## src/rtl/v_issue_queue_if.sv

```systemverilog
// Bundle of dispatch-side, issue-side, writeback and status signals of the
// vector issue queue. The dispatching core / bench uses the master modport,
// the queue uses the slave modport.
//
// Handshake rules (both channels): a transfer happens on a rising clk edge
// where valid && ready are both 1. valid never depends on ready. instr_ready
// and issue_valid depend only on registered queue state, never on the
// same-cycle inputs.
interface v_issue_queue_if #(
    parameter int DEPTH     = 4,
    parameter int NUM_VREGS = 32,
    parameter int CNT_W     = $clog2(DEPTH) + 1
);
    logic                 instr_valid;
    logic [31:0]          instr;
    logic                 instr_ready;
    logic                 issue_valid;
    logic                 issue_ready;
    logic [31:0]          issue_instr;
    logic [5:0]           issue_unit;
    logic                 wb_valid;
    logic [4:0]           wb_vd;
    logic                 flush;
    logic                 illegal;
    logic [CNT_W-1:0]     count;
    logic [NUM_VREGS-1:0] busy_vregs;

    modport master (
        output instr_valid, instr, issue_ready, wb_valid, wb_vd, flush,
        input  instr_ready, issue_valid, issue_instr, issue_unit, illegal,
               count, busy_vregs
    );

    modport slave (
        input  instr_valid, instr, issue_ready, wb_valid, wb_vd, flush,
        output instr_ready, issue_valid, issue_instr, issue_unit, illegal,
               count, busy_vregs
    );
endinterface

```

## src/rtl/v_issue_queue.sv

```systemverilog
// In-order vector instruction issue queue. Buffers vector instructions in a
// DEPTH-entry FIFO, classifies the head by target unit, and issues it only
// when the vreg scoreboard shows no RAW/WAW hazard. vconfig instructions act
// as a barrier and wait for an empty scoreboard.
module v_issue_queue #(
    parameter int DEPTH     = 4,
    parameter int NUM_VREGS = 32,
    parameter int CNT_W     = $clog2(DEPTH) + 1
) (
    input  logic          clk,
    input  logic          rst,
    v_issue_queue_if.slave q
);
    localparam int PTR_W = (DEPTH > 1) ? $clog2(DEPTH) : 1;

    localparam logic [6:0] OP_V  = 7'b1010111;
    localparam logic [6:0] OP_LD = 7'b0000111;
    localparam logic [6:0] OP_ST = 7'b0100111;

    // State
    logic [31:0]          mem_q [DEPTH];
    logic [31:0]          mem_d [DEPTH];
    logic [PTR_W-1:0]     wr_ptr_q, wr_ptr_d;
    logic [PTR_W-1:0]     rd_ptr_q, rd_ptr_d;
    logic [CNT_W-1:0]     count_q, count_d;
    logic [NUM_VREGS-1:0] busy_q, busy_d;
    logic                 illegal_q, illegal_d;

    // Head decode
    logic [31:0]          head;
    logic                 head_present;
    logic                 is_opv, is_ld, is_st;
    logic [2:0]           f3;
    logic [5:0]           f6;
    logic                 u_cfg, u_lsu, u_sldu, u_red, u_mul, u_alu;
    logic [5:0]           unit;
    logic                 classified;
    logic [NUM_VREGS-1:0] check_mask;
    logic                 hazard;
    logic                 can_issue;
    logic                 writes_vd;

    // Handshake / update strobes
    logic                 enq_fire;
    logic                 enq_legal;
    logic                 enq_store;
    logic                 issue_fire;
    logic                 drop;
    logic                 pop;
    logic [NUM_VREGS-1:0] set_mask;
    logic [NUM_VREGS-1:0] clr_mask;

    function automatic logic [NUM_VREGS-1:0] vreg_bit(input logic [4:0] r);
        logic [NUM_VREGS-1:0] m;
        for (int i = 0; i < NUM_VREGS; i++) begin
            m[i] = (r == 5'(i));
        end
        return m;
    endfunction

    // funct6 codes of the plain integer ops handled by the VALU
    function automatic logic is_alu_f6(input logic [5:0] f);
        case (f)
            6'b000000, 6'b000010, 6'b001001, 6'b001010, 6'b001011,
            6'b100101, 6'b101000, 6'b101001, 6'b000101, 6'b000111:
                return 1'b1;
            default:
                return 1'b0;
        endcase
    endfunction

    // Classify the head instruction and evaluate its hazards
    always_comb begin
        head         = mem_q[rd_ptr_q];
        head_present = (count_q != '0);
        f3           = head[14:12];
        f6           = head[31:26];
        is_opv       = (head[6:0] == OP_V);
        is_ld        = (head[6:0] == OP_LD);
        is_st        = (head[6:0] == OP_ST);

        u_cfg  = is_opv && (f3 == 3'b111);
        u_mul  = is_opv && (f6 == 6'b100101) && (f3 == 3'b010 || f3 == 3'b110);
        u_red  = is_opv && (f6 == 6'b000000 || f6 == 6'b000111) && (f3 == 3'b010);
        u_sldu = is_opv && (
                   ((f6 == 6'b001110 || f6 == 6'b001111) &&
                    (f3 == 3'b100 || f3 == 3'b011 || f3 == 3'b110)) ||
                   ((f6 == 6'b010111 || f6 == 6'b010000) &&
                    (f3 == 3'b010 || f3 == 3'b110)));
        u_alu  = is_opv && is_alu_f6(f6) &&
                 (f3 == 3'b000 || f3 == 3'b100 || f3 == 3'b011);
        // For loads/stores f3 holds the element width and [27:26] is mop
        u_lsu  = (is_ld || is_st) &&
                 (head[27:26] == 2'b00 || head[27:26] == 2'b10) &&
                 (f3 == 3'b000 || f3 == 3'b101 || f3 == 3'b110);

        unit       = {u_cfg, u_lsu, u_sldu, u_red, u_mul, u_alu};
        classified = (unit != '0);
        writes_vd  = u_alu || u_mul || u_red || u_sldu || (u_lsu && is_ld);

        check_mask = '0;
        if (is_opv) begin
            check_mask = check_mask | vreg_bit(head[24:20]);
        end
        if (is_opv && (f3 == 3'b000 || f3 == 3'b010)) begin
            check_mask = check_mask | vreg_bit(head[19:15]);
        end
        // [11:7] is vs3 for stores and vd for everything except vconfig
        if (!u_cfg) begin
            check_mask = check_mask | vreg_bit(head[11:7]);
        end

        if (u_cfg) begin
            hazard = (busy_q != '0);
        end else begin
            hazard = ((busy_q & check_mask) != '0);
        end

        can_issue = head_present && classified && !hazard;
    end

    // Handshake strobes and next-state for pointers, storage and scoreboard
    always_comb begin
        enq_fire   = q.instr_valid && (count_q != CNT_W'(DEPTH));
        enq_legal  = (q.instr[6:0] == OP_V) || (q.instr[6:0] == OP_LD) ||
                     (q.instr[6:0] == OP_ST);
        enq_store  = enq_fire && enq_legal && !q.flush;
        issue_fire = can_issue && q.issue_ready && !q.flush;
        drop       = head_present && !classified && !q.flush;
        pop        = issue_fire || drop;

        set_mask = (issue_fire && writes_vd) ? vreg_bit(head[11:7]) : '0;
        clr_mask = q.wb_valid ? vreg_bit(q.wb_vd) : '0;
        // A set outranks a clear of the same bit
        busy_d   = (busy_q & ~clr_mask) | set_mask;

        illegal_d = !q.flush && ((enq_fire && !enq_legal) || drop);

        mem_d = mem_q;
        if (enq_store) begin
            mem_d[wr_ptr_q] = q.instr;
        end

        if (q.flush) begin
            wr_ptr_d = '0;
            rd_ptr_d = '0;
            count_d  = '0;
        end else begin
            wr_ptr_d = enq_store ? wr_ptr_q + PTR_W'(1) : wr_ptr_q;
            rd_ptr_d = pop ? rd_ptr_q + PTR_W'(1) : rd_ptr_q;
            count_d  = count_q + CNT_W'(enq_store) - CNT_W'(pop);
        end
    end

    // Register update; reset clears control state but not the storage array
    always_ff @(posedge clk) begin
        if (rst) begin
            wr_ptr_q  <= '0;
            rd_ptr_q  <= '0;
            count_q   <= '0;
            busy_q    <= '0;
            illegal_q <= 1'b0;
        end else begin
            wr_ptr_q  <= wr_ptr_d;
            rd_ptr_q  <= rd_ptr_d;
            count_q   <= count_d;
            busy_q    <= busy_d;
            illegal_q <= illegal_d;
        end
        mem_q <= mem_d;
    end

    assign q.instr_ready = (count_q != CNT_W'(DEPTH));
    assign q.issue_valid = can_issue;
    assign q.issue_instr = head;
    assign q.issue_unit  = unit;
    assign q.illegal     = illegal_q;
    assign q.count       = count_q;
    assign q.busy_vregs  = busy_q;
endmodule

```

## src/flat_wrapper.sv

```systemverilog
// flat-port wrapper written by rule: the top's interface ports become plain ports
module v_issue_queue_flat 
#(
    parameter int DEPTH     = 4,
    parameter int NUM_VREGS = 32,
    parameter int CNT_W     = $clog2(DEPTH) + 1
)
  (clk, rst, q_instr_valid, q_instr, q_issue_ready, q_wb_valid, q_wb_vd, q_flush, q_instr_ready, q_issue_valid, q_issue_instr, q_issue_unit, q_illegal, q_count, q_busy_vregs);
  v_issue_queue_if #(.DEPTH(DEPTH), .NUM_VREGS(NUM_VREGS), .CNT_W(CNT_W)) q_i ();
  input  logic clk;
  input  logic rst;
  input wire logic [$bits(q_i.instr_valid)-1:0] q_instr_valid;
  input wire logic [$bits(q_i.instr)-1:0] q_instr;
  input wire logic [$bits(q_i.issue_ready)-1:0] q_issue_ready;
  input wire logic [$bits(q_i.wb_valid)-1:0] q_wb_valid;
  input wire logic [$bits(q_i.wb_vd)-1:0] q_wb_vd;
  input wire logic [$bits(q_i.flush)-1:0] q_flush;
  output wire logic [$bits(q_i.instr_ready)-1:0] q_instr_ready;
  output wire logic [$bits(q_i.issue_valid)-1:0] q_issue_valid;
  output wire logic [$bits(q_i.issue_instr)-1:0] q_issue_instr;
  output wire logic [$bits(q_i.issue_unit)-1:0] q_issue_unit;
  output wire logic [$bits(q_i.illegal)-1:0] q_illegal;
  output wire logic [$bits(q_i.count)-1:0] q_count;
  output wire logic [$bits(q_i.busy_vregs)-1:0] q_busy_vregs;
  assign q_i.instr_valid = q_instr_valid;
  assign q_i.instr = q_instr;
  assign q_i.issue_ready = q_issue_ready;
  assign q_i.wb_valid = q_wb_valid;
  assign q_i.wb_vd = q_wb_vd;
  assign q_i.flush = q_flush;
  assign q_instr_ready = q_i.instr_ready;
  assign q_issue_valid = q_i.issue_valid;
  assign q_issue_instr = q_i.issue_instr;
  assign q_issue_unit = q_i.issue_unit;
  assign q_illegal = q_i.illegal;
  assign q_count = q_i.count;
  assign q_busy_vregs = q_i.busy_vregs;
  v_issue_queue #(.DEPTH(DEPTH), .NUM_VREGS(NUM_VREGS), .CNT_W(CNT_W)) u_core (.clk(clk), .rst(rst), .q(q_i));
endmodule
```

## config.mk

```make
export PLATFORM = sky130hd
export DESIGN_NAME = v_issue_queue_flat
export DESIGN_NICKNAME = d
export VERILOG_FILES = /design/src/rtl/v_issue_queue_if.sv /design/src/rtl/v_issue_queue.sv /design/src/flat_wrapper.sv
export SDC_FILE = /design/constraint.sdc
export NUM_CORES = 1
export LEC_CHECK = 0
export ABC_AREA = 1
export CORE_MARGIN = 8
export CORE_UTILIZATION = 52
export DETAILED_ROUTE_END_ITERATION = 8
export GPL_TIMING_DRIVEN = 0
export HOLD_SLACK_MARGIN = 0.05
export PLACE_DENSITY = 0.81
export SETUP_SLACK_MARGIN = 0.5
export SLEW_MARGIN = 10
export SYNTH_ARGS = -nofsm -noshare
export SYNTH_HDL_FRONTEND = slang
export SYNTH_SLANG_ARGS = --single-unit
```

## constraint.sdc

```tcl
create_clock -name clk -period 5.7 [get_ports clk]
set_input_delay 1.425 -clock clk [delete_from_list [all_inputs] [get_ports clk]]
set_output_delay 1.425 -clock clk [all_outputs]
set_load 0.01 [all_outputs]
```

==> reports/results.ini <==
[grt]
grt_pass1_vias=8493
grt_pass1_wl_mm=44.4
antenna_found_initial=0
grt_max_degree=22
grt_usage=0.259
grt-ovfl-total=0

[placement]
dp_cells=1574
place_hpwl_mm=22.1
gp_congestion=0.950
placed_cell_area_sq_mm=0.0108
port_buffers=117

[drt]
met3_length_mm=2.41
drt-vias-per-instance=5.48
wirelength_mm=29.0
drc=0
drt-initial-drc-count=905
drtPass1Iterations=8
dr_wl_met2_mm=14.3
wl_met1_mm=11.3
postRouteAntennaNets=0
via_count=8801
wire_per_inst_um=18.1
highest_layer=met4

[setup_path]
start_kind=register
cp-startpoint=u_core.rd_ptr_q[0]
crit_path_max_fanout=10
r2r-start=u_core.rd_ptr_q[0]
crit_required_ns=4.28
end_kind=primary output
crit_type=reg -> out
arrival_ns=3.55

[die]
core-area_sq_mm=0.0174
std_cell_rows=48
io_pins=119
die_w_um=149
initial_core_util=0.533
fp.dieArea_sq_mm=0.0223
die_y_um=149

[synth]
synth_seq_area_share=0.502
synth.distinct_cells=37
synth_area_sq_mm=0.00925
synth_edf_count=128
synth-seq-cells=168
syn_area_per_cell_sq_um=7.53
synthCells=1228
ys.flop_type=edfxtp_1
syn_nets=1278
async_reset_ff_frac=0
ys_warn_count=0

[timing]
max_freq_mhz=201
finClkSkew_ns=0.0172
relSlewSlack=0.618
post-route-period-util=0.873
setup_viol=0
rsz0062_at_grt=no
tightest_slew_ns=0.568
drv_slew=0
fin_crit_ns=4.97
finalHoldViolCount=0

[clocking]
clk_latency_ns=0.45
numClockSinks=168
cts_tree=yes
cts_root_buffer=clkbuf_16
cts_buffers=17
htreeDepth=4
clk_pin_slew_ns=0.07
cts.path.max_buffers=2

[power]
powerDensity_mw_per_mm2=226
power.leakage_nw=4.92
ir_drop_mv=0.197

[job]
cap_violations=0

[final_layout]
nFillCells=1453
fin_cells=1606
fin_area_sq_mm=0.0115
diodes=0
nets=1418
drive_above_1_share=0.0876
area_growth_syn_to_layout_pct=24.3

[run_status]
status=completed

[worst_hold_path]
worstHoldStart=u_core.wr_ptr_q[1]
hp-class=reg -> reg

cell usage after synthesis (all sizes together), types with 4 or more instances:
library cell	number	area [sq um]
nand3	133	678
inv	156	588
nand2	380	1440
nor3	4	25.0
edfxtp	128	3840
ha	6	75.1
nor2	244	933
nor4	9	56.3
o21a	6	45.0
dfxtp	40	801
clkbuf	8	30.0
buf	45	313
nand4	7	58.8
o21ai	40	204
a21oi	9	45.0
metrics by stage:
step                      hold slack, ns  setup WS [ns]  TNS [ns]  total power [mW]   util
after CTS                          0.540          0.713         0              2.60  0.660
after global routing               0.567          0.489         0              2.65  0.662
final                              0.538          0.725         0              2.60  0.662
after global placement             0.514         -0.387    -39.65              1.42  0.616
after detailed placement           0.530          0.703         0              1.42  0.623
after floorplan                    0.494           1.77         0              1.37      -
sequential cells by signal, summed over array words and instances (netlist names):
register and cells:
u_core.mem_q 128, u_core.q.busy_vregs 32, u_core.q.count 3, u_core.q.illegal 1
u_core.rd_ptr_q 2, u_core.wr_ptr_q 2
cells by family (layout without fill, tap and decap cells):
family | Yosys count | count (layout) | share of synthesized area
and+or+nand+nor | 779 | 779 | 0.347
adders and majority gates | 7 | 7 | 0.0103
xor gates and xnor gates | 4 | 4 | 0.00379
buffers and inverters | 209 | 362 | 0.101
AOI/OAI and AO/OA | 61 | 61 | 0.0363
DFF | 168 | 168 | 0.502
cell usage in the layout (no fill, tap or decap), types with 2 or more instances in the layout:
master / netlist / final
o21ai_1: 4 / 4
xnor2_1: 2 / 2
o21ai_0: 35 / 35
clkbuf_2: 0 / 2
clkbuf_16: 0 / 17
o21a_1: 6 / 6
nor2_1: 239 / 229
buf_2: 22 / 17
nand4_1: 6 / 6
clkbuf_4: 0 / 2
xor2_1: 2 / 2
ha_1: 6 / 6
nand2_2: 6 / 10
inv_2: 7 / 7
clkdlybuf4s50_1: 0 / 116
edfxtp_1: 128 / 128
buf_4: 13 / 16
nand3_1: 132 / 132
nor2_4: 1 / 7
clkinv_8: 0 / 4
clkbuf_1: 8 / 6
nand2_1: 374 / 369
and2_1: 2 / 2
nor2_2: 4 / 8
nor3_1: 3 / 3
inv_8: 0 / 6
a21oi_1: 9 / 9
nor4_1: 9 / 9
buf_12: 0 / 3
buf_6: 9 / 9
inv_1: 148 / 148
dfxtp_1: 40 / 39
a31oi_1: 2 / 2
worst paths after layout:
kind | to | slack, ns | cells after the start
setup / recovery | q_issue_valid | 0.73 | 21
setup reg to reg | u_core.q.count[2] | 1.40 | 29
hold reg to reg | u_core.wr_ptr_q[1] | 0.54 | 2
hold / removal | u_core.wr_ptr_q[1] | 0.54 | 2
power by group:
group	switching [mW]	internal, mW	total [mW]
combinational	0.0454	0.0352	0.0806
sequential	0.000439	1.31	1.31
clock	0.567	0.635	1.20
total	0.613	1.98	2.60
final cells by class:
type	count	area (sq um)	area share
clock inverter	15	193	0.0168
buffer	53	358	0.0311
multi-input combinational	851	3740	0.326
sequential	168	4650	0.404
tap	225	282	0.0245
clock buffer	17	425	0.0370
inverter	156	588	0.0512
timing repair buffer	121	1260	0.110
timing repair:
item                                    in CTS  in global routing
gates resized for setup                     12                 12
hold endpoints to repair                     0                  0
hold buffers                                 0                  0
cloned                                       0                  0
setup buffers                                0                  0
endpoints found under the setup margin       1                  1
routing by layer:
layer  track usage  up-vias
met3        0.0504       83
met4         0.113        0
met5             0        -
met1         0.314     4108
met2         0.440      446
li1              -     4164
critical path: stages (launching register included):
cell	delay (ns)
dfxtp_1	0.37
buf_4	0.20
buf_6	0.17
buf_4	0.21
buf_2	0.25
nand2_1	0.09
nand3_1	0.10
nand2_1	0.15
nand2_1	0.11
inv_1	0.08
nand2_1	0.11
nor2_1	0.05
nand2_1	0.10
nand3_1	0.10
nand2_1	0.07
nand2_1	0.05
nor2_1	0.12
nand2_1	0.07
nor2_1	0.10
nand2_1	0.13
a21oi_1	0.19
clkdlybuf4s15_1	0.28
Power figures use the tool's default switching activity.
